[config.mk]
export PLATFORM = sky130hd
export DESIGN_NAME = uart_packet_rx
export DESIGN_NICKNAME = d
export VERILOG_FILES = /design/src/rtl/uart_packet_rx.sv
export SDC_FILE = /design/constraint.sdc
export NUM_CORES = 1
export LEC_CHECK = 0
export ABC_AREA = 1
export CORE_MARGIN = 8
export CORE_UTILIZATION = 45
export DETAILED_ROUTE_END_ITERATION = 8
export PLACE_DENSITY = 0.65
export REMOVE_ABC_BUFFERS = 1
export SLEW_MARGIN = 10
export SYNTH_ARGS = -nofsm -noshare
export SYNTH_HDL_FRONTEND = slang
export SYNTH_SLANG_ARGS = --single-unit
[constraint.sdc]
create_clock -name clk -period 1.63 [get_ports clk]
set_input_delay 0.489 -clock clk [delete_from_list [all_inputs] [get_ports clk]]
set_output_delay 0.489 -clock clk [all_outputs]
set_load 0.02 [all_outputs]
[src/rtl/uart_packet_rx.sv]
// UART packet receiver: sync-byte hunt, NUM_FIELDS payload, atomic commit.
// Optional checksum byte after payload when PKT_CHECKSUM_EN is defined.
module uart_packet_rx #(
  parameter int          CLK_FREQ      = 50000000,
  parameter int          BAUD          = 115200,
  parameter int          NUM_FIELDS    = 3,
  parameter logic [7:0]  SYNC_BYTE     = 8'hAA,
  parameter int          TIMEOUT_BYTES = 4
) (
  input  logic                    clk,
  input  logic                    rst_n,
  input  logic                    rx_in,
  output logic [8*NUM_FIELDS-1:0] fields,
  output logic [7:0]              rx_byte,
  output logic                    byte_strobe,
  output logic                    packet_valid,
  output logic                    frame_err,
  output logic                    csum_err,
  output logic                    timeout_err,
  output logic                    busy
);

  localparam int CPB    = CLK_FREQ / BAUD;
  localparam int HALF   = CPB / 2;
  localparam int TO_LIM = TIMEOUT_BYTES * 10 * CPB;
  localparam int CW     = $clog2(CPB + 1);
  localparam int GW     = $clog2(TO_LIM + 1);
  localparam int IW     = $clog2(NUM_FIELDS + 1);

  localparam logic [CW-1:0] BIT_M1  = CW'(CPB - 1);
  localparam logic [CW-1:0] HALF_M1 = CW'(HALF - 1);
  localparam logic [GW-1:0] TO_M1   = GW'(TO_LIM - 1);
  localparam logic [IW-1:0] LAST    = IW'(NUM_FIELDS - 1);

  typedef enum logic [2:0] {
    B_IDLE,
    B_START,
    B_DATA,
    B_STOP,
    B_WAIT
  } bstate_t;

  typedef enum logic [1:0] {
    P_HUNT,
    P_FIELDS,
    P_CSUM,
    P_COMMIT
  } pstate_t;

  bstate_t          bstate;
  pstate_t          pstate;
  logic             rx_meta;
  logic             rx_s;
  logic             rx_prev;
  logic [CW-1:0]    cnt;
  logic [2:0]       bit_idx;
  logic [7:0]       shreg;
  logic [IW-1:0]    idx;
  logic [GW-1:0]    gap;
  logic [8*NUM_FIELDS-1:0] shadow;
  logic [8*NUM_FIELDS-1:0] shadow_nx;
  logic             last_field;
  logic             tout_hit;
`ifdef PKT_CHECKSUM_EN
  logic [7:0]       sum;
`endif

  // Bit-level deserialiser
  always_ff @(posedge clk or negedge rst_n) begin
    if (!rst_n) begin
      rx_meta     <= 1'b0;
      rx_s        <= 1'b0;
      rx_prev     <= 1'b0;
      bstate      <= B_IDLE;
      cnt         <= '0;
      bit_idx     <= '0;
      shreg       <= '0;
      rx_byte     <= '0;
      byte_strobe <= 1'b0;
      frame_err   <= 1'b0;
    end else begin
      rx_meta     <= rx_in;
      rx_s        <= rx_meta;
      rx_prev     <= rx_s;
      byte_strobe <= 1'b0;
      frame_err   <= 1'b0;
      unique case (bstate)
        B_IDLE: begin
          if (rx_prev && !rx_s) begin
            cnt    <= '0;
            bstate <= B_START;
          end
        end
        B_START: begin
          if (cnt == HALF_M1) begin
            cnt     <= '0;
            bit_idx <= '0;
            bstate  <= rx_s ? B_IDLE : B_DATA;
          end else begin
            cnt <= cnt + 1'b1;
          end
        end
        B_DATA: begin
          if (cnt == BIT_M1) begin
            cnt     <= '0;
            shreg   <= {rx_s, shreg[7:1]};
            bit_idx <= bit_idx + 1'b1;
            if (bit_idx == 3'd7) bstate <= B_STOP;
          end else begin
            cnt <= cnt + 1'b1;
          end
        end
        B_STOP: begin
          if (cnt == BIT_M1) begin
            cnt <= '0;
            if (rx_s) begin
              rx_byte     <= shreg;
              byte_strobe <= 1'b1;
              bstate      <= B_IDLE;
            end else begin
              frame_err <= 1'b1;
              bstate    <= B_WAIT;
            end
          end else begin
            cnt <= cnt + 1'b1;
          end
        end
        B_WAIT: begin
          if (rx_s) bstate <= B_IDLE;
        end
        default: bstate <= B_IDLE;
      endcase
    end
  end

  always_comb begin
    shadow_nx = shadow;
    for (int k = 0; k < NUM_FIELDS; k++) begin
      if (idx == IW'(k)) shadow_nx[8*k +: 8] = rx_byte;
    end
    last_field = (idx == LAST);
    tout_hit   = (pstate != P_HUNT) && !byte_strobe && (gap == TO_M1);
  end

  // Packet FSM; commit is written on the final strobe so fields lag it by one clock
  always_ff @(posedge clk or negedge rst_n) begin
    if (!rst_n) begin
      pstate       <= P_HUNT;
      idx          <= '0;
      gap          <= '0;
      shadow       <= '0;
      fields       <= '0;
      packet_valid <= 1'b0;
      csum_err     <= 1'b0;
      timeout_err  <= 1'b0;
      busy         <= 1'b0;
`ifdef PKT_CHECKSUM_EN
      sum          <= '0;
`endif
    end else begin
      packet_valid <= 1'b0;
      csum_err     <= 1'b0;
      timeout_err  <= 1'b0;
      if (byte_strobe || pstate == P_HUNT || gap == TO_M1) begin
        gap <= '0;
      end else begin
        gap <= gap + 1'b1;
      end
      unique case (pstate)
        P_HUNT: begin
          if (byte_strobe && rx_byte == SYNC_BYTE) begin
            pstate <= P_FIELDS;
            idx    <= '0;
            busy   <= 1'b1;
`ifdef PKT_CHECKSUM_EN
            sum    <= '0;
`endif
          end
        end
        P_FIELDS: begin
          if (frame_err) begin
            pstate <= P_HUNT;
            busy   <= 1'b0;
          end else if (byte_strobe) begin
            shadow <= shadow_nx;
            idx    <= idx + 1'b1;
`ifdef PKT_CHECKSUM_EN
            sum    <= sum + rx_byte;
            if (last_field) pstate <= P_CSUM;
`else
            if (last_field) begin
              fields       <= shadow_nx;
              packet_valid <= 1'b1;
              pstate       <= P_COMMIT;
            end
`endif
          end else if (tout_hit) begin
            timeout_err <= 1'b1;
            pstate      <= P_HUNT;
            busy        <= 1'b0;
          end
        end
        P_CSUM: begin
          if (frame_err) begin
            pstate <= P_HUNT;
            busy   <= 1'b0;
          end else if (byte_strobe) begin
`ifdef PKT_CHECKSUM_EN
            if (rx_byte == sum) begin
              fields       <= shadow;
              packet_valid <= 1'b1;
              pstate       <= P_COMMIT;
            end else begin
              csum_err <= 1'b1;
              pstate   <= P_HUNT;
              busy     <= 1'b0;
            end
`else
            pstate <= P_HUNT;
            busy   <= 1'b0;
`endif
          end else if (tout_hit) begin
            timeout_err <= 1'b1;
            pstate      <= P_HUNT;
            busy        <= 1'b0;
          end
        end
        P_COMMIT: begin
          pstate <= P_HUNT;
          busy   <= 1'b0;
        end
        default: begin
          pstate <= P_HUNT;
          busy   <= 1'b0;
        end
      endcase
    end
  end

endmodule

==> summary.md, run 1 <==
| Metric | Value |
|---|---|
| Via count | 3712 |
| Syn Inst Count | 546 |
| Share of cells above drive strength 1 | 17.1% |
| # setup viols final | 11 |
| Ant. Diodes | 0 |
| Yosys cell types | 34 |
| Maximum Capacitance Violations | 0 |
| Critical path class | reg2reg |
| Clock Latency Late Sink | 0.38 ns |
| Max layer used | met4 |
| Pre-antenna DRT Iters | 4 |
| H-tree levels | 3 |
| Pin count of the biggest net entering global routing | 58 |
| Vias per inst | 4.92 |
| Initial Utilization | 46.0% |
| Final hold violations | 0 |
| FILL cells | 943 |
| Clk slew on worst S/H paths | 0.11 ns |
| Met3 wire length | 442 um |
| Synth top cells by count | nand2_1, dfrtp_1, inv_1 |
| IO Port Bufs | 39 |
| Slew Viols, Final | 0 |
| CTS Hold Bufs | 0 |
| Rows | 37 |
| CTS Sinks | 98 |
| Cell Area, Synth | 4710 sq um |
| Seq. cell area | 2450 sq um |
| Die outline width | 118 um |
| Status | finished with violations |
| Peak VDD IR | 535 uV |
| Multi-input gate area | 2010 sq um |
| IO Count | 41 |
| Initial antenna violation count | 0 |
| Post-route ant nets | 0 |
| Die Ht | 118 um |
| Hold Slack | 0.0900 ns |
| Startpoint Class | register |
| Primary FF master, synth | dfrtp_1 |
| Setup crit end kind | register |
| Syn Area/Cell | 8.62 sq um |
| Clk buf depth | 2 |
| Register area share after synthesis | 52.1% |
| Failing checks | setup timing |
| Core Area | 10200 sq um |
| Clock root buffer | clkbuf_8 |
| DRT iter0 DRCs | 183 |
| Most numerous cell in the Yosys netlist | nand2_1 |
| Hpwl dp | 7.19 mm |
| Grt total ovfl | 0 |
| WL met2 | 5.15 mm |
| Synth top area share | 52.1% |
| Aggregate global-route resource usage | 14.5% |
| Leakage | 2.80 nW |
| Crit Path Max Fanout | 6 |
| Vias in the first global route | 3578 |
| Worst min path class | in2async |
| Met1 wire length | 4.69 mm |
| Synth warn | 0 |
| Routed WL | 10.4 mm |
| Wire per inst | 13.8 um |
| Critical path arrival | 1.92 ns |
| Final Critical Period | 1.66 ns |
| TritonCTS clock tree | built |
| Post-synth top area cell | dfrtp_1 |
| Power Density | 817 nW/um^2 |
| Post-synth ARST share | 100% |
| Most area-consuming cells after synthesis | dfrtp_1, nand2_1, o21ai_0 |
| Worst setup margin | -0.0305 ns |
| Routability congestion estimate | 0.801 |
| Peak Freq | 602 MHz |
| Worst path required time | 1.89 ns |
| Cts bufs inserted | 9 |
| Residual DRC | 0 |
| Yosys reg bits | 98 |
| First-pass GRT wire length | 17.0 mm |
| Nets | 629 |
| DIE AREA | 14000 sq um |
| Layout area overhead | 22.3% |
| EDFF count, synth | 0 |
| RSZ-0062 raised after global routing | true |
| Fin crit share | 102% |
| Worst Skew | 0.0256 ns |
| Final setup TNS | -0.199 ns |
[through the flow]
stage / cell area [sq um] / std cells / worst slack, ns / util (%) / total power [mW]
4_1_cts: 5540 / 746 / 0.0103 / 54.1 / 4.64
5_1_grt: 5750 / 755 / -0.0904 / 56.2 / 4.92
3_3_place_gp: 5400 / 730 / 0.0430 / 52.8 / 3.17
3_5_place_dp: 5400 / 730 / -0.0215 / 52.8 / 3.19
2_1_floorplan: 4620 / 532 / -0.462 / - / 2.99
6_report: 5750 / 755 / -0.0305 / 56.2 / 4.70
[power breakdown]
part           internal (mW)  leakage [nW]  switching (mW)
clock network          0.572        0.0835           0.900
logic                  0.217          1.36           0.451
registers               2.49          1.36          0.0658
total                   3.28          2.80            1.42
[cells by family after synthesis]
family,synth area share [%]
mux,3.83
flops,52.1
other cells,0.0797
fa+ha+maj,3.19
compound gates,8.88
xor+xnor,1.49
simple gates,23.3
buf+inv,7.15
[cell type report]
cell class	count	share of cell area, %
clock buffer	10	2.22
clock inverter	6	0.870
inverter	67	4.48
multi-input combinational	368	34.9
sequential	98	42.6
tap	136	2.96
timing repair buffer	70	11.9
[registers in the layout (all words and copies together) (netlist names)]
signal / count
bstate: 3
fields: 24
cnt: 9
rx_s: 1
shadow: 16
pstate: 2
rx_byte: 8
rx_prev: 1
packet_valid: 1
rx_meta: 1
bit_idx: 3
timeout_err: 1
gap: 15
frame_err: 1
shreg: 8
idx: 2
byte_strobe: 1
busy: 1
[cells in the final DEF, fill, tap and decap left out, types with 2 or more instances in the layout]
| cell | Yosys | final |
|---|---|---|
| a21oi_1 | 8 | 7 |
| buf_12 | 0 | 4 |
| buf_4 | 3 | 22 |
| buf_6 | 2 | 2 |
| clkbuf_16 | 0 | 3 |
| clkbuf_2 | 0 | 3 |
| clkbuf_8 | 0 | 9 |
| clkdlybuf4s15_1 | 0 | 9 |
| clkinv_4 | 0 | 2 |
| clkinvlp_4 | 0 | 3 |
| dfrtp_1 | 98 | 97 |
| dlygate4sd2_1 | 0 | 26 |
| ha_1 | 12 | 9 |
| ha_2 | 0 | 3 |
| inv_1 | 64 | 61 |
| inv_2 | 2 | 4 |
| inv_6 | 0 | 2 |
| mux2_2 | 16 | 16 |
| nand2_1 | 162 | 159 |
| nand2_2 | 1 | 4 |
| nand3_1 | 25 | 23 |
| nand3_4 | 1 | 3 |
| nand4_1 | 3 | 3 |
| nor2_1 | 40 | 37 |
| nor2_2 | 2 | 2 |
| nor2_4 | 2 | 5 |
| nor3_1 | 9 | 8 |
| nor3_2 | 3 | 4 |
| o21ai_0 | 57 | 56 |
| o21ai_2 | 8 | 8 |
| o21bai_1 | 2 | 2 |
| xnor2_1 | 3 | 3 |
| xor2_1 | 5 | 5 |
[per-layer routing]
layer | vias to the layer above | GRT usage, %
li1 | 1868 | -
met3 | 10 | 3.05
met5 | - | 0
met2 | 73 | 23.7
met4 | 0 | 5.04
met1 | 1761 | 18.8
[path summary, 6_finish.rpt]
kind	depth (start not counted)	start	end	slack [ns]
worst max-delay path	6	pstate[1]$_DFFE_PN0P_	fields[7]$_DFFE_PN0P_	-0.03
worst min-delay path	2	rst_n	fields[14]$_DFFE_PN0P_	0.09
worst max register to register	6	pstate[1]$_DFFE_PN0P_	fields[7]$_DFFE_PN0P_	-0.03
worst min register to register	0	rx_meta$_DFF_PN0_	rx_s$_DFF_PN0_	0.36
max in group asynchronous	2	rst_n	fields[17]$_DFFE_PN0P_	1.24
min in group clk	0	rx_meta$_DFF_PN0_	rx_s$_DFF_PN0_	0.36
[repair_timing]
action	4_1_cts	5_1_grt
pin swaps	0	4
setup endpoints to repair	48	77
cloned	0	4
gates resized for setup	39	40
setup buffers	0	5
[critical path, stage by stage, from the launching register on]
cell,delay [ns]
dfrtp_1,0.41
inv_2,0.08
ha_2,0.22
nand3_4,0.10
nor2_4,0.23
clkbuf_16,0.20
mux2_2,0.32
(Power assumes the default switching activity.)
==> inputs of run 2 (changes only) <==
--- a/config.mk
+++ b/config.mk
@@ -7,9 +7,9 @@
 export LEC_CHECK = 0
 export ABC_AREA = 1
 export CORE_MARGIN = 8
-export CORE_UTILIZATION = 45
+export CORE_UTILIZATION = 50
 export DETAILED_ROUTE_END_ITERATION = 8
-export PLACE_DENSITY = 0.65
+export PLACE_DENSITY = 0.71
 export REMOVE_ABC_BUFFERS = 1
 export SLEW_MARGIN = 10
 export SYNTH_ARGS = -nofsm -noshare
==> summary.md, run 2 (synthesis results as in run 1) <==
| Metric | Value |
|---|---|
| Ant. Diodes | 0 (unchanged) |
| Most common cell after layout, fill and taps aside | nand2_1 |
| CTS Sinks | 98 (unchanged) |
| Fin crit share | 99.3% (-2.6 points) |
| Status | finished clean |
| Layout area overhead | 22.0% |
| Peak VDD IR | 699 uV (+31%) |
| Hold Slack | 0.153 ns (+0.0630 ns) |
| IO Count | 41 (unchanged) |
| Hpwl dp | 6.98 mm (-2.9%) |
| Critical path class | reg2reg |
| Routability congestion estimate | 0.864 (+7.9%) |
| Tightest Pin Transition | 0.507 ns |
| Routed WL | 9.98 mm (-4.1%) |
| Clock Latency Late Sink | 0.38 ns (about the same) |
| Pin count of the biggest net entering global routing | 99 (+71%) |
| H-tree levels | 3 (unchanged) |
| Fin cells | 733 (-2.9%) |
| Most frequent cells in the layout | nand2_1, dfrtp_1, inv_1, o21ai_0, nor2_1 |
| Crit Path Max Fanout | 6 (unchanged) |
| Nets | 632 (+0.48%) |
| Die outline width | 113 um (-4.4%) |
| Worst min path class | in2async |
| Worst Skew | 0.0166 ns (-0.00898 ns) |
| Core Area | 9200 sq um (-10%) |
| Clk buf depth | 2 (unchanged) |
| Share of cells above drive strength 1 | 17.4% (+0.24 points) |
| Maximum Capacitance Violations | 0 (unchanged) |
| # setup viols final | 0 (-11) |
| Cts bufs inserted | 9 (unchanged) |
| Pre-antenna DRT Iters | 4 (unchanged) |
| Vias per inst | 5.02 (+2.1%) |
| Largest regs | fields: 24 flops, shadow: 16 flops, gap: 15 flops |
| Vias in the first global route | 3568 (-0.28%) |
| Setup crit end kind | register |
| Critical-path cell list | inv_2, ha_2, nand3_2, nor2_4, clkbuf_16, mux2_2 |
| Final hold violations | 0 (unchanged) |
| Via count | 3681 (-0.84%) |
| Final setup TNS | 0 ns (+0.199 ns) |
| Clk slew on worst S/H paths | 0.11 ns (about the same) |
| Cell family with most CP delay | flip-flops |
| IO Port Bufs | 39 (unchanged) |
| DIE AREA | 12800 sq um (-8.7%) |
| Residual DRC | 0 (unchanged) |
| CP bufs+invs | 2 (unchanged) |
| Initial Utilization | 51.2% (+5.2 points) |
| Final Critical Period | 1.62 ns (-0.0427 ns) |
| Peak Freq | 618 MHz (+2.6%) |
| TritonCTS clock tree | built |
| DRT iter0 DRCs | 165 (-9.8%) |
| Slowest stage delay, CP | 0.41 ns (about the same) |
| Final design utilization | 62.4% (+6.2 points) |
| Startpoint Class | register |
| Slew Viols, Final | 0 (unchanged) |
| RR Startpoint | pstate[1]$_DFFE_PN0P_ |
| Worst setup startpoint | pstate[1]$_DFFE_PN0P_ |
| Max reg flops | 24 (unchanged) |
| CTS Hold Bufs | 0 (unchanged) |
| RSZ-0062 raised after global routing | true |
| Slew headroom | 66.2% |
| Wire per inst | 13.6 um (-1.2%) |
| Die Ht | 113 um (-4.4%) |
| Biggest register | fields |
| FILL cells | 772 (-18%) |
| Crit-path slowest cell | dfrtp_1 |
| Power Density | 855 nW/um^2 (+4.6%) |
| Critical path arrival | 1.89 ns (-0.03 ns) |
| Aggregate global-route resource usage | 16.1% (+1.5 points) |
| Clock root buffer | clkbuf_8 |
| Grt total ovfl | 0 (unchanged) |
| First-pass GRT wire length | 16.7 mm (-1.7%) |
| Leakage | 2.83 nW (+1.2%) |
| Final Power | 4.91 mW (+4.3%) |
| Initial antenna violation count | 0 (unchanged) |
| Rows | 35 (-5.4%) |
| Worst path required time | 1.90 ns (about the same) |
| Post-route ant nets | 0 (unchanged) |
| # placed instances | 710 (-2.7%) |
-- run 2: cell count changes in the layout (fill, tap and decap cells not counted), sizes merged --
cell / before / now
buf: 28 / 33
bufinv: 0 / 1
clkbuf: 16 / 15
clkdlybuf4s15: 9 / 12
clkinv: 2 / 3
clkinvlp: 3 / 0
dlygate4sd2: 26 / 21
inv: 68 / 70
-- run 2: metrics by stage --
stage	setup WS (ns)	area, sq um
floorplan	-0.462	4620
global placement	0.0733	5380
detailed placement	-0.0194	5380
CTS	0.00399	5570
global route	-0.0633	5740
finish	0.0122	5740
-- run 2: repair_timing --
action	4_1_cts	5_1_grt
gates cloned	0	3
pin swaps	0	2
endpoints found under the setup margin	45	80
setup buffers	0	4
resized for setup	44	39
-- run 2: final cells by class --
| type | count | area [sq um] | area share (%) |
|---|---|---|---|
| tap | 111 | 139 | 2.42 |
| multi-input combinational | 368 | 2010 | 35.0 |
| inverter | 67 | 254 | 4.42 |
| timing repair buffer | 73 | 669 | 11.7 |
| sequential | 98 | 2450 | 42.7 |
| clock inverter | 7 | 95.1 | 1.66 |
| clock buffer | 9 | 124 | 2.16 |
-- run 2: power breakdown --
group | total (mW) | switching [mW] | internal (mW)
combinational | 0.632 | 0.432 | 0.200
clock | 1.72 | 0.961 | 0.755
sequential | 2.56 | 0.0641 | 2.49
total | 4.91 | 1.46 | 3.45
-- run 2: worst paths after layout --
path | to | slack, ns | cells past startpoint
worst max-delay path | fields[2]$_DFFE_PN0P_ | 0.01 | 6
worst min-delay path | gap[11]$_DFF_PN0_ | 0.15 | 2
worst max register to register | fields[2]$_DFFE_PN0P_ | 0.01 | 6
worst min register to register | rx_s$_DFF_PN0_ | 0.36 | 0
max in group asynchronous | shadow[8]$_DFFE_PN0P_ | 1.09 | 2
min in group clk | rx_s$_DFF_PN0_ | 0.36 | 0
-- run 2: worst reg2reg max path, cell delays in order, from the launching register on --
cell	delay, ns
dfrtp_1	0.41
inv_2	0.08
ha_2	0.18
nand3_2	0.11
nor2_4	0.23
clkbuf_16	0.19
mux2_2	0.33
-- run 2: layer usage --
metal  vias up  GRT usage [%]  routed length [um]
met5         -              0                   0
met4         0           5.95                 100
met3         7           3.25                 420
met2        49           25.5                4650
met1      1749           21.3                4800
li1       1876              -                   -
